===== src/rtl/key_event_sched.sv =====
// Per-button press/hold/repeat event scheduler with a round-robin valid/ready event stream.
// Optional build macro KEY_AUTOREPEAT_EN enables periodic REPEAT events after HOLD.
module key_chan #(
  parameter int HOLD_TICKS   = 500,
  parameter int REPEAT_TICKS = 100
) (
  input  logic       clk,
  input  logic       rst,
  input  logic       tick,
  input  logic       rise,
  input  logic       fall,
  input  logic       grant,
  output logic       pend,
  output logic [1:0] ptype,
  output logic       ovf
);
  localparam logic [1:0] S_IDLE    = 2'd0;
  localparam logic [1:0] S_PRESSED = 2'd1;
  localparam logic [1:0] S_REPEAT  = 2'd2;
  localparam logic [1:0] EV_PRESS   = 2'b00;
  localparam logic [1:0] EV_RELEASE = 2'b01;
  localparam logic [1:0] EV_HOLD    = 2'b10;
  localparam logic [15:0] HOLD_C = 16'(HOLD_TICKS);
`ifdef KEY_AUTOREPEAT_EN
  localparam logic [1:0]  EV_REPEAT = 2'b11;
  localparam logic [15:0] RPT_C     = 16'(REPEAT_TICKS);
`endif

  logic [1:0]  state, state_n;
  logic [15:0] cnt, cnt_n, inc;
  logic        post;
  logic [1:0]  post_type;

  // A fall always wins over a tick threshold in the same cycle.
  always_comb begin
    state_n   = state;
    cnt_n     = cnt;
    post      = 1'b0;
    post_type = EV_PRESS;
    inc       = cnt + 16'd1;
    case (state)
      S_IDLE: if (rise) begin
        post = 1'b1; post_type = EV_PRESS; cnt_n = '0; state_n = S_PRESSED;
      end
      S_PRESSED: if (fall) begin
        post = 1'b1; post_type = EV_RELEASE; state_n = S_IDLE;
      end else if (tick) begin
        if (inc == HOLD_C) begin
          post = 1'b1; post_type = EV_HOLD; cnt_n = '0; state_n = S_REPEAT;
        end else cnt_n = inc;
      end
      S_REPEAT: if (fall) begin
        post = 1'b1; post_type = EV_RELEASE; state_n = S_IDLE;
      end
`ifdef KEY_AUTOREPEAT_EN
      else if (tick) begin
        if (inc == RPT_C) begin
          post = 1'b1; post_type = EV_REPEAT; cnt_n = '0;
        end else cnt_n = inc;
      end
`endif
      default: state_n = S_IDLE;
    endcase
  end

  always_ff @(posedge clk) begin
    if (rst) begin
      state <= S_IDLE;
      cnt   <= '0;
      pend  <= 1'b0;
      ptype <= EV_PRESS;
      ovf   <= 1'b0;
    end else begin
      state <= state_n;
      cnt   <= cnt_n;
      if (post) begin
        pend  <= 1'b1;
        ptype <= post_type;
        if (pend && !grant) ovf <= 1'b1;
      end else if (grant) pend <= 1'b0;
    end
  end
endmodule

module key_event_sched #(
  parameter int WIDTH        = 4,
  parameter int IDW          = 2,
  parameter int TICK_DIV     = 50000,
  parameter int HOLD_TICKS   = 500,
  parameter int REPEAT_TICKS = 100
) (
  input  logic             clk,
  input  logic             rst,
  output logic             tick_en,
  input  logic [WIDTH-1:0] btn_db,
  output logic             evt_valid,
  input  logic             evt_ready,
  output logic [IDW-1:0]   evt_id,
  output logic [1:0]       evt_type,
  output logic [WIDTH-1:0] evt_ovf
);
  localparam int DW = $clog2(TICK_DIV);
  localparam logic [DW-1:0] DIV_MAX = DW'(TICK_DIV - 1);

  if (WIDTH < 1 || WIDTH > 16 || (2**IDW) < WIDTH || TICK_DIV < 2 ||
      HOLD_TICKS < 1 || HOLD_TICKS > 65535 ||
      REPEAT_TICKS < 1 || REPEAT_TICKS > 65535) begin : g_bad_cfg
    $error("key_event_sched: parameter out of range");
  end

  logic [DW-1:0] div;
  always_ff @(posedge clk) begin
    if (rst) begin
      div     <= '0;
      tick_en <= 1'b0;
    end else begin
      tick_en <= (div == DIV_MAX);
      div     <= (div == DIV_MAX) ? '0 : div + 1'b1;
    end
  end

  logic [WIDTH-1:0] prev, rise, fall;
  always_ff @(posedge clk) begin
    if (rst) prev <= '0;
    else     prev <= btn_db;
  end
  assign rise = btn_db & ~prev;
  assign fall = ~btn_db & prev;

  logic [WIDTH-1:0]      pend, grant;
  logic [WIDTH-1:0][1:0] ptype;

  for (genvar g = 0; g < WIDTH; g++) begin : g_chan
    key_chan #(.HOLD_TICKS(HOLD_TICKS), .REPEAT_TICKS(REPEAT_TICKS)) u_chan (
      .clk(clk), .rst(rst), .tick(tick_en),
      .rise(rise[g]), .fall(fall[g]), .grant(grant[g]),
      .pend(pend[g]), .ptype(ptype[g]), .ovf(evt_ovf[g])
    );
  end

  logic [IDW-1:0] last, gidx;
  logic [1:0]     gtype;
  logic           found, free;

  // Two passes give round-robin order: channels above the last grant, then the rest.
  always_comb begin
    found = 1'b0;
    gidx  = '0;
    gtype = 2'b00;
    for (int j = 0; j < WIDTH; j++)
      if (!found && pend[j] && j > int'(last)) begin
        found = 1'b1; gidx = IDW'(j); gtype = ptype[j];
      end
    for (int j = 0; j < WIDTH; j++)
      if (!found && pend[j] && j <= int'(last)) begin
        found = 1'b1; gidx = IDW'(j); gtype = ptype[j];
      end
  end

  assign free  = !evt_valid || evt_ready;
  assign grant = (free && found) ? (WIDTH'(1) << gidx) : '0;

  always_ff @(posedge clk) begin
    if (rst) begin
      evt_valid <= 1'b0;
      evt_id    <= '0;
      evt_type  <= 2'b00;
      last      <= IDW'(WIDTH - 1);
    end else if (free) begin
      if (found) begin
        evt_valid <= 1'b1;
        evt_id    <= gidx;
        evt_type  <= gtype;
        last      <= gidx;
      end else evt_valid <= 1'b0;
    end
  end
endmodule


===== config.mk =====
export PLATFORM = sky130hd
export DESIGN_NAME = key_event_sched
export DESIGN_NICKNAME = d
export VERILOG_FILES = /design/src/rtl/key_event_sched.sv
export SDC_FILE = /design/constraint.sdc
export NUM_CORES = 1
export LEC_CHECK = 0
export CAP_MARGIN = 20
export CORE_MARGIN = 2
export CORE_UTILIZATION = 45
export CTS_CLUSTER_SIZE = 28
export DETAILED_ROUTE_END_ITERATION = 8
export GPL_ROUTABILITY_DRIVEN = 0
export GPL_TIMING_DRIVEN = 0
export SLEW_MARGIN = 20
export SYNTH_ARGS = -nofsm -noshare
export SYNTH_HDL_FRONTEND = slang
export SYNTH_SLANG_ARGS = --single-unit

===== constraint.sdc =====
create_clock -name clk -period 3.2 [get_ports clk]
set_input_delay 0.48 -clock clk [delete_from_list [all_inputs] [get_ports clk]]
set_output_delay 0.48 -clock clk [all_outputs]
set_load 0.02 [all_outputs]

; Yosys cells after proc, flatten, opt, wreduce, memory -nomap -nowiden
; Cells that the tools add are included.
[word_totals]
reg_bits = 116
inputBits = 7
output_inout_bits = 10
word_cells = 254
[op_classes]
add_sub_neg = 5
magnitude_cmp = 6
n_eq_ne = 37
shifts = 1
muxes = 119
bitwise_logic = 4
reduce_logical = 55
[op_table]
columns = operator, n
row1 = $mux W16, 16
row2 = $pmux W16 S2, 4
row3 = $mux W2, 45
row4 = $add A16 B1 Y16 const B, 5
row5 = $eq A16 B9 Y1 const B, 4
row6 = $mux W1, 41
row7 = $ne A2 B2 Y1 const B, 16
row8 = $reduce_and A4 Y1, 8
row9 = $pmux W2 S3, 4
row10 = $logic_and A1 B1 Y1, 17
row11 = $eq A16 B16 Y1 const B, 1
row12 = $pmux W2 S2, 4
row13 = $reduce_bool A2 Y1, 8
row14 = $ne A3 B2 Y1 const B, 4
row15 = $ne A3 B3 Y1 const B, 4
row16 = $pmux W1 S3, 4
row17 = $logic_not A1 Y1, 11
row18 = $reduce_and A2 Y1, 5
row19 = $and A4 B4 Y4, 2
row20 = $eq A2 B1 Y1 const B, 4
row21 = $eq A2 B2 Y1 const B, 4
row22 = $logic_not A2 Y1, 4
row23 = $not A4 Y4, 2
row24 = $gt A2 B2 Y1 const A, 2
row25 = other kinds (7), 8

; Depth between registers and ports, before layout
[depth]
ltp_word = 31
depth_mapped = 11
depth_no_buf = 9

; Hierarchy
; Synthesis repeated with hierarchy kept, for this count alone.
[unflattened]
cells_unflattened = 836
hier_area_um2 = 7000.5
[by_module_without_submodules]
columns = module, instances, cells_each, area_per_inst_um2, seq_area_each_um2
row1 = key_chan, 4, 164, 1367.6, 440.4
row2 = key_event_sched, 1, 180, 1530.2, 560.5

; Least setup slack after synthesis
; No wires, ideal clock.
[synth_path]
path_type = reg2reg
start = register g_chan[3].u_chan.cnt[0]
end = register g_chan[3].u_chan.cnt[5]
setup_time_ps = 131
arrival_ps = 2409
required_ps = 3069
path_slack_ps = 660
stages_incl_launch_ff = 10
n_path_buf = 1
period_less_slack_ps = 2540
path_cell_list = dfxtp_1 ha_1 nand4_1 nor3_1 mux2i_1 nand4_1 o41a_1 buf_2 a31oi_1 a21oi_1
[synth_via]
elab_chain_len = 6
[synth_lines]
columns = item, line
row1 = "start, declared", 30  ; logic [15:0] cnt, cnt_n, inc;
row2 = "start signal, assigned", 75  ; cnt <= cnt_n;
row3 = $add A16 B1 Y16 (*), 40  ; inc = cnt + 16'd1;
row4 = $eq A16 B9 Y1, 48  ; if (inc == HOLD_C) begin
row5 = $mux W16 (*), 48
row6 = $mux W16 (*), 47  ; end else if (tick) begin
row7 = $mux W16 (*), 45  ; S_PRESSED: if (fall) begin
row8 = $pmux W16 S2 (*), 41  ; case (state)
; Mark *: on every way between the ends. The rest lies on a longest branch, timed or not. The select of a mux whose other input is x is not followed.
; A chain may end at the register's enable or synchronous reset.

; Worst setup path in the final report
; Ends and elaborated chain as after synthesis.

==> results.toml <==
[run_status]
outcome = "finished clean"

[layout]
synthToLayoutAreaGrowth_pct = 14.9
regArea_um2 = 2320
drive_gt1_frac = 0.0776
final_cell_mix = "dfxtp_1 (116), nand2_1 (110), nor2_1 (99)"
n_fill_cell = 1497
post-route-util = 0.531
antenna_cells = 0
fin_nets = 981
multi_input_area_um2 = 4410
final_common_cell = "dfxtp_1"

[clocking]
cts_tree = "done"
cts_root_buf = "clkbuf_16"
clock_sinks = 116
insertion_delay_ps = 420
htreeDepth = 4
clockBufferDepth = 2
cts_buffers = 17
ctsHoldBuffers = 0
clkTransAtPathRegs_ps = 50

[sta]
fin_setup_tns_ps = 0
slew_headroom = 0.469
setup_viol = 0
slew_violations = 0
max_freq_mhz = 344
rsz0062_at_grt = "no"
period_needed_ps = 2900
hold-worst-slack_ps = 450
worst_pin_slew_ps = 794
finalCritPeriodShare = 0.908
finalHoldViolations = 0
finalClockSkew_ps = 6.61

[route]
first_pass_iters = 5
ant_nets = 0
wl_um = 17100
viasPerCell = 5.56
vias = 6550
drc = 0
drt_iter0_drc = 475
wl_per_cell_um = 14.5

[die]
start_util = 0.462
die_w_um = 129
ioPinCount = 17
fp.dieH_um = 129
fp-row-count = 45
coreArea_um2 = 15300
dieArea_um2 = 16700

[synthesis]
syn_area_per_cell_um2 = 7.68
ys_seq_area_frac = 0.329
async_reset_ff_frac = 0
synth_ff_type = "dfxtp_1"
synth.net_count = 946
syn_area_um2 = 7050
synth.area.top_cells = "dfxtp_1 (33%), nand2_1 (5.9%), nor2_1 (5.3%)"
synth-edff-count = 0
yosysTopAreaCell = "dfxtp_1"
synth_top_area_share = 0.329
syn_inst = 918
ys_warn_count = 0
synth_cell_type_count = 84
synth-seq-cells = 116

[placement]
io_buffers = 15
dpl.hpwl_um = 12000

[power_and_ir_drop]
p_leak_nw = 2.84
ir_worst_vdd_v = 0.000369
p_per_area_nw_per_um2 = 527

[worst_hold_path]
hold_path_class = "flop to flop"

[setup_path]
startpoint_type = "flop"
cp.required_ps = 3490
crit_arrival_ps = 3190
cp_max_fo = 10
crit_type = "flop to flop"
crit_path_end_kind = "flop"

[global_routing]
antenna_found_initial = 0
grt_use_met2 = 0.329
first_global_vias = 5983
globalRouteMet3Util = 0.0421
gr-usage-all-layers = 0.214
met1_usage = 0.300
grt_pass1_wl_um = 29100
grt_max_degree = 17
grt_overflow = 0
top_usage_layer = "met2"

[run]
maxCapViolations = 0
==> sequential cells by signal, indices dropped and copies added (netlist names) <==
signal               count
g_chan.u_chan.cnt       64
div                     16
g_chan.u_chan.ptype      8
g_chan.u_chan.state      8
g_chan.u_chan.ovf        4
g_chan.u_chan.pend       4
prev                     4
evt_id                   2
evt_type                 2
last                     2
evt_valid                1
tick_en                  1
==> report_power, final <==
part / internal [W] / total (W) / switching, W / leakage (nW)
Combinational: 0.000273 / 0.000759 / 0.000486 / 1.60
Clock: 0.00128 / 0.00194 / 0.000664 / 0.297
Sequential: 0.00151 / 0.00157 / 0.0000566 / 0.940
Total: 0.00307 / 0.00427 / 0.00121 / 2.84
==> final cells by class <==
cell class | count | share of cell area
clock buffer | 23 | 0.0590
multi-input combinational | 724 | 0.544
timing repair buffer | 16 | 0.0195
buffer | 44 | 0.0250
sequential | 116 | 0.287
tap | 211 | 0.0326
inverter | 34 | 0.0174
clock inverter | 9 | 0.0156
==> synth_stat cells, types with 4 or more instances <==
cell type    n
o21a_1       6
nand3_1     47
o211ai_1     6
nand2_1    110
nor2_1      99
o21ai_0     56
nor4_1      16
o21ai_1      5
a221oi_1     4
and2_1       6
ha_1        21
a21oi_1     59
xor2_1      15
buf_4        4
nor3_1      23
nor2b_1     17
a311oi_1     5
dfxtp_1    116
nand4_1     25
a32oi_1      4
o22ai_1      4
nand2b_1    14
and4_1       6
clkbuf_1    25
or2_2        5
nand3b_1     5
a22oi_1      6
or4_1        6
buf_2       11
or3_1       15
mux2i_1      7
a31oi_1     13
inv_1       33
a21o_1      10
and3_1      19
nor4b_1      5
xnor2_1     21
==> metal layers <==
layer,vias to the layer above,part of all wire
met4,0,0.016
li1,3414,-
met2,94,0.43
met1,3022,0.52
met3,20,0.033
met5,-,0
==> critical path, cell delays in order (launching register included) <==
cell and delay, ps:
dfxtp_1 410, ha_1 340, nand4_1 130, buf_4 190
nor4_2 300, xnor2_1 190, nand4_1 220, o41a_1 530
buf_2 210, a21oi_1 160, a21oi_1 80
==> repair_timing <==
action | CTS | global route
setup buffers | 0 | 1
resized for setup | 0 | 4
endpoints found under the setup margin | 0 | 16
==> metrics by stage <==
stage                     cells  area (µm²)  setup WS, ps  total power [W]
after floorplan             918        7050           660          0.00214
after global placement     1144        7470          25.0          0.00235
after CTS                  1176        8070          27.7          0.00432
after global routing       1177        8100          43.2          0.00450
after detailed placement   1144        7470          36.6          0.00235
final                      1177        8100           295          0.00427
==> path summary, 6_finish.rpt <==
path,from,to,slack [ps],cells after the start
setup / recovery,g_chan[3].u_chan.cnt[0],g_chan[3].u_chan.cnt[5],300,10
setup reg to reg,g_chan[3].u_chan.cnt[0],g_chan[3].u_chan.cnt[5],300,10
hold reg to reg,g_chan[0].u_chan.ovf,g_chan[0].u_chan.ovf,450,2
hold / removal,g_chan[0].u_chan.ovf,g_chan[0].u_chan.ovf,450,2
==> cells by family (layout without fill, tap and decap cells) <==
kind of cell / Yosys count / after routing / synth area share
XOR/XNOR: 36 / 36 / 0.0447
AO/OA/AOI/OAI: 221 / 221 / 0.206
flip-flops: 116 / 116 / 0.329
multiplexers: 9 / 9 / 0.0147
buffers and inverters: 78 / 126 / 0.0488
adder cells (fa/ha/maj): 21 / 21 / 0.0373
AND/OR/NAND/NOR: 437 / 437 / 0.319
No activity file was read; power rests on OpenSTA's default activity.
